`src/rtl/imem_axil_rd_slave_pkg.sv`:
```
// Shared types and constants for the imem AXI-lite read responder.
// Holds the FSM state encoding, response codes and wait-counter width.
package imem_axil_rd_slave_pkg;

  typedef enum logic [1:0] {
    ST_IDLE  = 2'd0,
    ST_FETCH = 2'd1,
    ST_WAIT  = 2'd2,
    ST_RESP  = 2'd3
  } state_e;

  localparam logic [1:0] RESP_OKAY   = 2'b00;
  localparam logic [1:0] RESP_DECERR = 2'b11;

  localparam int unsigned CNT_W = 4;
  localparam logic [CNT_W-1:0] CNT_ZERO = 4'd0;
  localparam logic [CNT_W-1:0] CNT_ONE  = 4'd1;

endpackage

```
`src/rtl/imem_axil_rd_slave_lat.sv`:
```
// Loadable 4-bit down-counter that times the programmable response wait.
// o_done flags the last wait cycle (count of one).
module imem_lat_cnt
  import imem_axil_rd_slave_pkg::*;
(
  input  logic             i_clk,
  input  logic             i_rst,
  input  logic             i_load,
  input  logic [CNT_W-1:0] i_val,
  output logic             o_done
);

  logic [CNT_W-1:0] r_cnt;

  // Count register: load wins, otherwise count down and stop at zero.
  always_ff @(posedge i_clk or posedge i_rst) begin
    if (i_rst) begin
      r_cnt <= CNT_ZERO;
    end else if (i_load) begin
      r_cnt <= i_val;
    end else if (r_cnt != CNT_ZERO) begin
      r_cnt <= r_cnt - CNT_ONE;
    end else begin
      r_cnt <= r_cnt;
    end
  end

  assign o_done = (r_cnt == CNT_ONE);

endmodule

```
`src/rtl/imem_axil_rd_slave.sv`:
```
// AXI-lite read-channel subordinate for instruction memory: one outstanding read,
// synchronous SRAM fetch, programmable wait, then a held R beat.
module imem_axil_rd_slave
  import imem_axil_rd_slave_pkg::*;
#(
  parameter int unsigned          ADDR_W   = 32,
  parameter int unsigned          DATA_W   = 64,
  parameter logic [ADDR_W-1:0]    BASE     = 32'h8000_0000,
  parameter int unsigned          SIZE_LG2 = 27,
  parameter int unsigned          LATENCY  = 1
) (
  input  logic                  i_clk,
  input  logic                  i_rst,
  input  logic                  i_arvalid,
  input  logic [ADDR_W-1:0]     i_araddr,
  output logic                  o_arready,
  output logic                  o_rvalid,
  input  logic                  i_rready,
  output logic [DATA_W-1:0]     o_rdata,
  output logic [1:0]            o_rresp,
  output logic                  o_mem_ren,
  output logic [SIZE_LG2-4:0]   o_mem_addr,
  input  logic [DATA_W-1:0]     i_mem_rdata
);

  if (LATENCY > 15) begin : g_lat_chk
    $error("imem_axil_rd_slave: LATENCY must be in 0..15");
  end

  localparam logic [CNT_W-1:0] LAT_V = LATENCY[CNT_W-1:0];

  state_e              r_state;
  state_e              w_next_state;
  logic                r_hit;
  logic [DATA_W-1:0]   r_rdata;
  logic [1:0]          r_rresp;
  logic                w_accept;
  logic                w_hit;
  logic                w_cnt_load;
  logic                w_cnt_done;
  logic [ADDR_W-1:0]   w_offset;
  logic [ADDR_W-1:0]   w_dw;

  // Offset wraps modulo 2^ADDR_W, so addresses below BASE land far above the window and miss.
  assign w_offset   = i_araddr - BASE;
  assign w_dw       = w_offset >> 3;
  assign w_hit      = (w_dw[ADDR_W-1:SIZE_LG2-3] == '0);
  assign o_mem_addr = w_dw[SIZE_LG2-4:0];
  assign w_accept   = i_arvalid & o_arready;

  // State register.
  always_ff @(posedge i_clk or posedge i_rst) begin
    if (i_rst) begin
      r_state <= ST_IDLE;
    end else begin
      r_state <= w_next_state;
    end
  end

  // Next-state logic.
  always_comb begin
    w_next_state = r_state;
    case (r_state)
      ST_IDLE: begin
        if (i_arvalid) w_next_state = ST_FETCH;
        else           w_next_state = ST_IDLE;
      end
      ST_FETCH: begin
        if (LATENCY != 0) w_next_state = ST_WAIT;
        else              w_next_state = ST_RESP;
      end
      ST_WAIT: begin
        if (w_cnt_done) w_next_state = ST_RESP;
        else            w_next_state = ST_WAIT;
      end
      ST_RESP: begin
        if (i_rready && i_arvalid) w_next_state = ST_FETCH;
        else if (i_rready)         w_next_state = ST_IDLE;
        else                       w_next_state = ST_RESP;
      end
      default: w_next_state = ST_IDLE;
    endcase
  end

  // Output decode; ARREADY reopens in RESP during the R handshake to avoid a bubble.
  always_comb begin
    o_arready  = 1'b0;
    o_rvalid   = 1'b0;
    w_cnt_load = 1'b0;
    case (r_state)
      ST_IDLE:  o_arready  = 1'b1;
      ST_FETCH: w_cnt_load = 1'b1;
      ST_WAIT:  o_arready  = 1'b0;
      ST_RESP: begin
        o_rvalid  = 1'b1;
        o_arready = i_rready;
      end
      default: o_arready = 1'b0;
    endcase
    o_mem_ren = w_accept & w_hit;
  end

  // Response registers: hit flag at AR accept, data/resp captured in FETCH and held.
  always_ff @(posedge i_clk or posedge i_rst) begin
    if (i_rst) begin
      r_hit   <= 1'b0;
      r_rdata <= '0;
      r_rresp <= RESP_OKAY;
    end else begin
      if (w_accept) r_hit <= w_hit;
      else          r_hit <= r_hit;
      if (r_state == ST_FETCH) begin
        r_rdata <= r_hit ? i_mem_rdata : '0;
        r_rresp <= r_hit ? RESP_OKAY : RESP_DECERR;
      end else begin
        r_rdata <= r_rdata;
        r_rresp <= r_rresp;
      end
    end
  end

  assign o_rdata = r_rdata;
  assign o_rresp = r_rresp;

  imem_lat_cnt u_lat_cnt (
    .i_clk  (i_clk),
    .i_rst  (i_rst),
    .i_load (w_cnt_load),
    .i_val  (LAT_V),
    .o_done (w_cnt_done)
  );

endmodule

```
`config.mk`:
```
export PLATFORM = sky130hd
export DESIGN_NAME = imem_axil_rd_slave
export DESIGN_NICKNAME = d
export VERILOG_FILES = /design/src/rtl/imem_axil_rd_slave_pkg.sv /design/src/rtl/imem_axil_rd_slave_lat.sv /design/src/rtl/imem_axil_rd_slave.sv
export SDC_FILE = /design/constraint.sdc
export NUM_CORES = 1
export LEC_CHECK = 0
export CAP_MARGIN = 10
export CORE_UTILIZATION = 40
export CTS_CLUSTER_SIZE = 10
export DETAILED_ROUTE_END_ITERATION = 8
export GPL_ROUTABILITY_DRIVEN = 0
export MAX_ROUTING_LAYER = met4
export PLACE_DENSITY = 0.85
export SLEW_MARGIN = 20
export SYNTH_ARGS = -nofsm -noshare
export SYNTH_HDL_FRONTEND = slang
export SYNTH_SLANG_ARGS = --single-unit
```
`constraint.sdc`:
```
create_clock -name i_clk -period 4.7 [get_ports i_clk]
set_input_delay 0.47 -clock i_clk [delete_from_list [all_inputs] [get_ports i_clk]]
set_output_delay 0.47 -clock i_clk [all_outputs]
set_load 0.005 [all_outputs]
```
==> flow_summary.toml, run 1 <==
[final_layout]
syn_to_final_growth_pct = 46.1
insertedDiodeCount = 0
multi_input_area_sq_um = 826
register_area_sq_mm = 0.00180
layout-drive-gt1-share_pct = 4.54
nets = 565
final_area_sq_mm = 0.00466
fillerInstances = 639

[grt]
grt_pass1_vias = 2594
grt_overflow = 0
grt_pass1_wl_mm = 11.8
track_usage_pct = 18.6
grt_antenna_before_repair = 0
grt_max_degree = 70

[logic_synthesis]
synthAdderAreaFrac_pct = 2.35
synth_compound_area_share_pct = 11.9
syn_inst = 344
synth_mux_area_share_pct = 0.314
synth-xor-area-share_pct = 0.275
synth-seq-cells = 72
synth.avg_cell_area_sq_um = 9.27
syn-cell-area_sq_mm = 0.00319
ys_seq_area_share_pct = 56.5
synth_nets = 450
synth.distinct_cells = 26
synth-simple-area-share_pct = 10.9
synth_top_area_share_pct = 56.5
synth_area_leaders = "dfrtp_1 56%, o21ai_0 8.3%, inv_1 8.1%, nand2_1 7.7%, buf_4 5.9%"
yosys.area.top_type = "dfrtp_1"
yosysWarnings = 0
synth_top_family_by_area = "buffers and inverters"

[pwr]
p_total_w = 0.00194
p_per_area_mw_per_mm2 = 415
p_leak_nw = 1.93
ir_drop_v = 0.000315

[placed_design]
post-place-ws_ns = 2.35
dp_hpwl_mm = 5.05
placed_cell_area_sq_mm = 0.00444
io_buffers = 141

[sta]
relSlewSlack_pct = 54.2
max_freq_mhz = 409
finClkSkew_ns = 0.0141
rsz0062_at_grt = "no"
period_needed_ns = 2.45
setup_viol = 0
post-route-period-util_pct = 52.1
worst_slew_pin_slew_ns = 0.687
tns_ns = 0
finalMaxSlewViolations = 0
setup_slack_ns = 2.25
finalHoldViolations = 0
holdWs_ns = 0.513

[detailed_routing]
finalWirelength_mm = 7.22
vias = 2555
drtIter0Drc = 117
drc = 0
wl_per_cell_microns = 12.8
viasPerCell = 4.52
drt-pass1-iter-count = 4
ant_nets = 0

[min_path]
holdPathStages = 2
min_to = "o_rdata[49]"
min_from = "o_rdata[49]"
hold_path.class = "reg2reg"

[critical_path]
reg2reg_depth = 5
critPathLaunchType = "flop"
r2r-start = "r_state[1]"
critical_path_class = "reg2out"
worstSetupEndpointType = "output port"
worstPathRequired_ns = 4.23
reg2reg_slack_ns = 3.08
cp.arrival_ns = 1.98
r2r_end = "o_rdata[25]"
cp_max_fo = 5

[cts]
cts_root_buf = "clkbuf_8"
cts.sinks = 72
insertion_delay_ns = 0.34
ctsHoldBuffers = 0
clk_pin_slew_ns = 0.07
cts_setup_buffers = 0
cts_tree = "done"
htreeDepth = 3
cts_resized = 0
cts_buffers = 9
clockBufferDepth = 2

[floorplan]
die_h_microns = 91.3
rows = 32
die_w_microns = 91.3
core_sq_mm = 0.00773
initial_core_util_pct = 41.3
die-area_sq_mm = 0.00833
io_pins = 193

[status]
status = "completed"

[run]
cap_viol_max_count = 0
[placed cells by master, fill, tap and decap left out, drive strengths merged, types with 3 or more instances in the layout]
cell type and count:
ha 6, a21oi 3, nand2 65, dfrtp 72, o21ai 67, clkbuf 12, inv 69, nand2b 3
nor2 7, clkdlybuf4s50 141
[layer usage]
metal / vias to the layer above / global-route usage [%] / wire length (microns)
li1: 1253 / - / -
met4: 0 / 4.89 / 57
met5: - / - / 0
met1: 1199 / 21.7 / 3100
met2: 95 / 32.3 / 3660
met3: 8 / 4.19 / 407
[area by class of cell]
type	count	share of cell area [%]
tap	102	2.74
clock buffer	12	3.33
timing repair buffer	143	30.6
clock inverter	3	1.40
sequential	72	38.7
inverter	69	5.56
multi-input combinational	164	17.7
[cells in the mapped netlist]
cell type / count
clkbuf_1: 5
buf_6: 1
nand2b_1: 3
nor2_1: 7
o21ai_1: 14
inv_1: 69
buf_2: 3
dfrtp_1: 72
a2bb2oi_1: 1
a21oi_1: 3
o31ai_1: 1
xnor2_1: 1
ha_1: 6
nand4bb_1: 1
a211oi_2: 1
nor3_1: 2
nor4_1: 1
mux2i_1: 1
and2_1: 1
or3b_4: 1
buf_4: 25
nand2_1: 65
buf_8: 5
nand3b_1: 1
o21ai_0: 53
nor2b_1: 1
[state kept, by name, indices dropped and copies added (netlist names)]
name / flops
r_state: 2
u_lat_cnt.r_cnt: 4
r_hit: 1
o_rresp: 1
o_rdata: 64
[critical path, cell delays in order (launching register included)]
cell,delay [ns]
dfrtp_1,0.41
inv_1,0.08
ha_1,0.29
nand2b_1,0.17
nor3_1,0.17
clkdlybuf4s50_1,0.52
[cells by family after synthesis]
family,after synthesis
adders and majority gates,6
DFF,72
xor gates and xnor gates,1
buffers and inverters,108
and+or+nand+nor,83
AOI/OAI and AO/OA,73
muxes,1
[power by group]
part           switching (W)  internal (W)
Combinational       0.000267      0.000324
Sequential         0.0000707      0.000731
Clock               0.000217      0.000325
[through the flow]
step	std cells	util, %
finish	565	60.3
global route	565	60.3
CTS	565	60.3
detailed placement	550	57.5
global placement	550	57.4
floorplan	344	-
[how the worst max path moves through the flow]
| stage | endpoint | slack [ns] | start | cells past startpoint |
|---|---|---|---|---|
| after global routing | o_mem_ren | 2.06 | r_state[1] | 5 |
| after global placement | o_mem_ren | 2.31 | i_araddr[28] | 5 |
| final | o_mem_ren | 2.25 | r_state[1] | 5 |
| after CTS | o_mem_ren | 2.20 | r_state[1] | 5 |
| after floorplan | o_rdata[0] | 2.41 | i_rst | 1 |
| after detailed placement | o_mem_ren | 2.35 | i_araddr[27] | 5 |
(Power assumes the default switching activity.)
==> inputs of run 2 (changes only) <==
--- a/config.mk
+++ b/config.mk
@@ -6,12 +6,12 @@
 export NUM_CORES = 1
 export LEC_CHECK = 0
 export CAP_MARGIN = 10
-export CORE_UTILIZATION = 40
+export CORE_UTILIZATION = 34
 export CTS_CLUSTER_SIZE = 10
 export DETAILED_ROUTE_END_ITERATION = 8
 export GPL_ROUTABILITY_DRIVEN = 0
 export MAX_ROUTING_LAYER = met4
-export PLACE_DENSITY = 0.85
+export PLACE_DENSITY = 0.77
 export SLEW_MARGIN = 20
 export SYNTH_ARGS = -nofsm -noshare
 export SYNTH_HDL_FRONTEND = slang
==> constraint.sdc (replaced) <==
create_clock -name i_clk -period 2 [get_ports i_clk]
set_input_delay 0.2 -clock i_clk [delete_from_list [all_inputs] [get_ports i_clk]]
set_output_delay 0.2 -clock i_clk [all_outputs]
set_load 0.005 [all_outputs]
==> run 2 against run 1 <==
Against the previous run: register-to-register slack lost 2.6 ns; worst hold slack lost 0.24 ns; wire length grew 0.65%; core utilization shrank 6.3 points; global-route usage shrank 2.3 points; non-clock buffer count grew 7; critical path depth grew 1; clock-buffer cell count shrank 1; critical endpoint unchanged; highest routed layer unchanged.
==> flow_summary.toml, run 2 (synthesis gave the netlist of run 1 again) <==
[status]
status = "completed"

[final_layout]
layout_common_cells = "139 x clkdlybuf4s50_1, 72 x dfrtp_1, 68 x inv_1"
largest_register_ffs = 64
final_area_sq_mm = 0.00480
insertedDiodeCount = 0
final_common_cell = "clkdlybuf4s50_1"
nets = 572
register_area_sq_mm = 0.00180
syn_to_final_growth_pct = 50.6
multi_input_area_sq_um = 843
layout-drive-gt1-share_pct = 7.22
fillerInstances = 809
fin_cells = 579

[sta]
relSlewSlack_pct = 61.5
post-route-period-util_pct = 93.3
finalHoldViolations = 0
finClkSkew_ns = 0.00925
setup_viol = 0
rsz0062_at_grt = "no"
max_freq_mhz = 536
worst_slew_pin_slew_ns = 0.576
tns_ns = 0
period_needed_ns = 1.87
finalMaxSlewViolations = 0

[cts]
ctsHoldBuffers = 0
htreeDepth = 3
cts_buffers = 9
cts.sinks = 72
clk_pin_slew_ns = 0.08
insertion_delay_ns = 0.33
cts_root_buf = "clkbuf_8"
clockBufferDepth = 2
cts_tree = "done"

[detailed_routing]
ant_nets = 0
drt-pass1-iter-count = 4
wl_per_cell_microns = 12.6
viasPerCell = 4.41
drtIter0Drc = 35
drc = 0
vias = 2554
finalWirelength_mm = 7.27

[floorplan]
initial_core_util_pct = 35.9
io_pins = 193
die-area_sq_mm = 0.00977
core_sq_mm = 0.00889
die_h_microns = 98.9
rows = 34
die_w_microns = 98.9

[grt]
grt_pass1_vias = 2725
grt_max_degree = 39
grt_overflow = 0
grt_antenna_before_repair = 0
grt_pass1_wl_mm = 12.3
track_usage_pct = 16.3

[pwr]
p_total_w = 0.00480
ir_drop_v = 0.000700
p_per_area_mw_per_mm2 = 1000
p_leak_nw = 2.00

[placed_design]
placed_cell_area_sq_mm = 0.00451
io_buffers = 141
dpl.cell_count = 560
dp_hpwl_mm = 5.38

[critical_path]
cp_max_fo = 4
critical_path_class = "reg2out"
cp.arrival_ns = 1.67
critPathLaunchType = "flop"
worstSetupEndpointType = "output port"
worstPathRequired_ns = 1.80

[min_path]
hold_path.class = "in2async"

[run]
cap_viol_max_count = 0
-- run 2: changes by cell type in the layout (fill, tap and decap cells not counted), moves of 2 or more --
cell	previous run	this run
buf_4	2	7
buf_12	0	2
clkdlybuf4s50_1	141	139
clkinvlp_4	0	2
-- run 2: critical path: stages, from the launching register on --
cell	delay, ns
dfrtp_1	0.36
buf_4	0.13
ha_2	0.20
a21oi_2	0.07
buf_4	0.14
nor3_2	0.18
dlygate4sd2_1	0.25
-- run 2: layout make-up --
class | instances | area share (%)
clock inverters | 5 | 2.14
multi-input cells | 164 | 17.6
flip-flops and latches | 72 | 37.5
clock buffers | 11 | 3.15
well taps | 108 | 2.81
repair buffers | 150 | 31.3
inverters | 69 | 5.47
-- run 2: final timing paths --
kind	cells after the start	start	slack, ns	end
max in group asynchronous	3	i_rst	1.21	o_rdata[11]
max reg2reg	6	r_state[0]	0.53	o_rdata[18]
max	6	r_state[1]	0.13	o_mem_ren
min in group i_clk	3	i_mem_rdata[35]	0.40	o_rdata[35]
min	2	i_rst	0.28	u_lat_cnt.r_cnt[2]
min reg2reg	2	o_rdata[47]	0.51	o_rdata[47]
-- run 2: what timing repair did --
item,4_1_cts,5_1_grt
gates cloned,0,0
pin swaps,1,1
resized for setup,3,3
endpoints found under the hold margin,0,0
endpoints found under the setup margin,2,2
buffers inserted,3,0
-- run 2: metrics by stage --
step / hold slack (ns) / setup WS [ns] / util, %
2_1_floorplan: 0.317 / 0.665 / -
3_3_place_gp: 0.400 / 0.142 / 50.7
3_5_place_dp: 0.400 / 0.107 / 50.7
4_1_cts: 0.284 / 0.0338 / 53.9
5_1_grt: 0.303 / 0.0354 / 54.0
6_report: 0.276 / 0.134 / 54.0
-- run 2: report_power, final --
group / switching [W] / leakage (nW) / internal (W)
clock network: 0.000538 / 0.126 / 0.000895
logic: 0.000650 / 0.890 / 0.000835
registers: 0.000167 / 0.988 / 0.00172
total: 0.00136 / 2.00 / 0.00345
-- run 2: per-layer routing --
metal	track usage (%)	up-vias	routed length (microns)
li1	-	1267	-
met1	19.3	1175	3180
met2	27.0	98	3490
met3	3.55	14	497
met4	6.31	0	101
met5	-	-	0
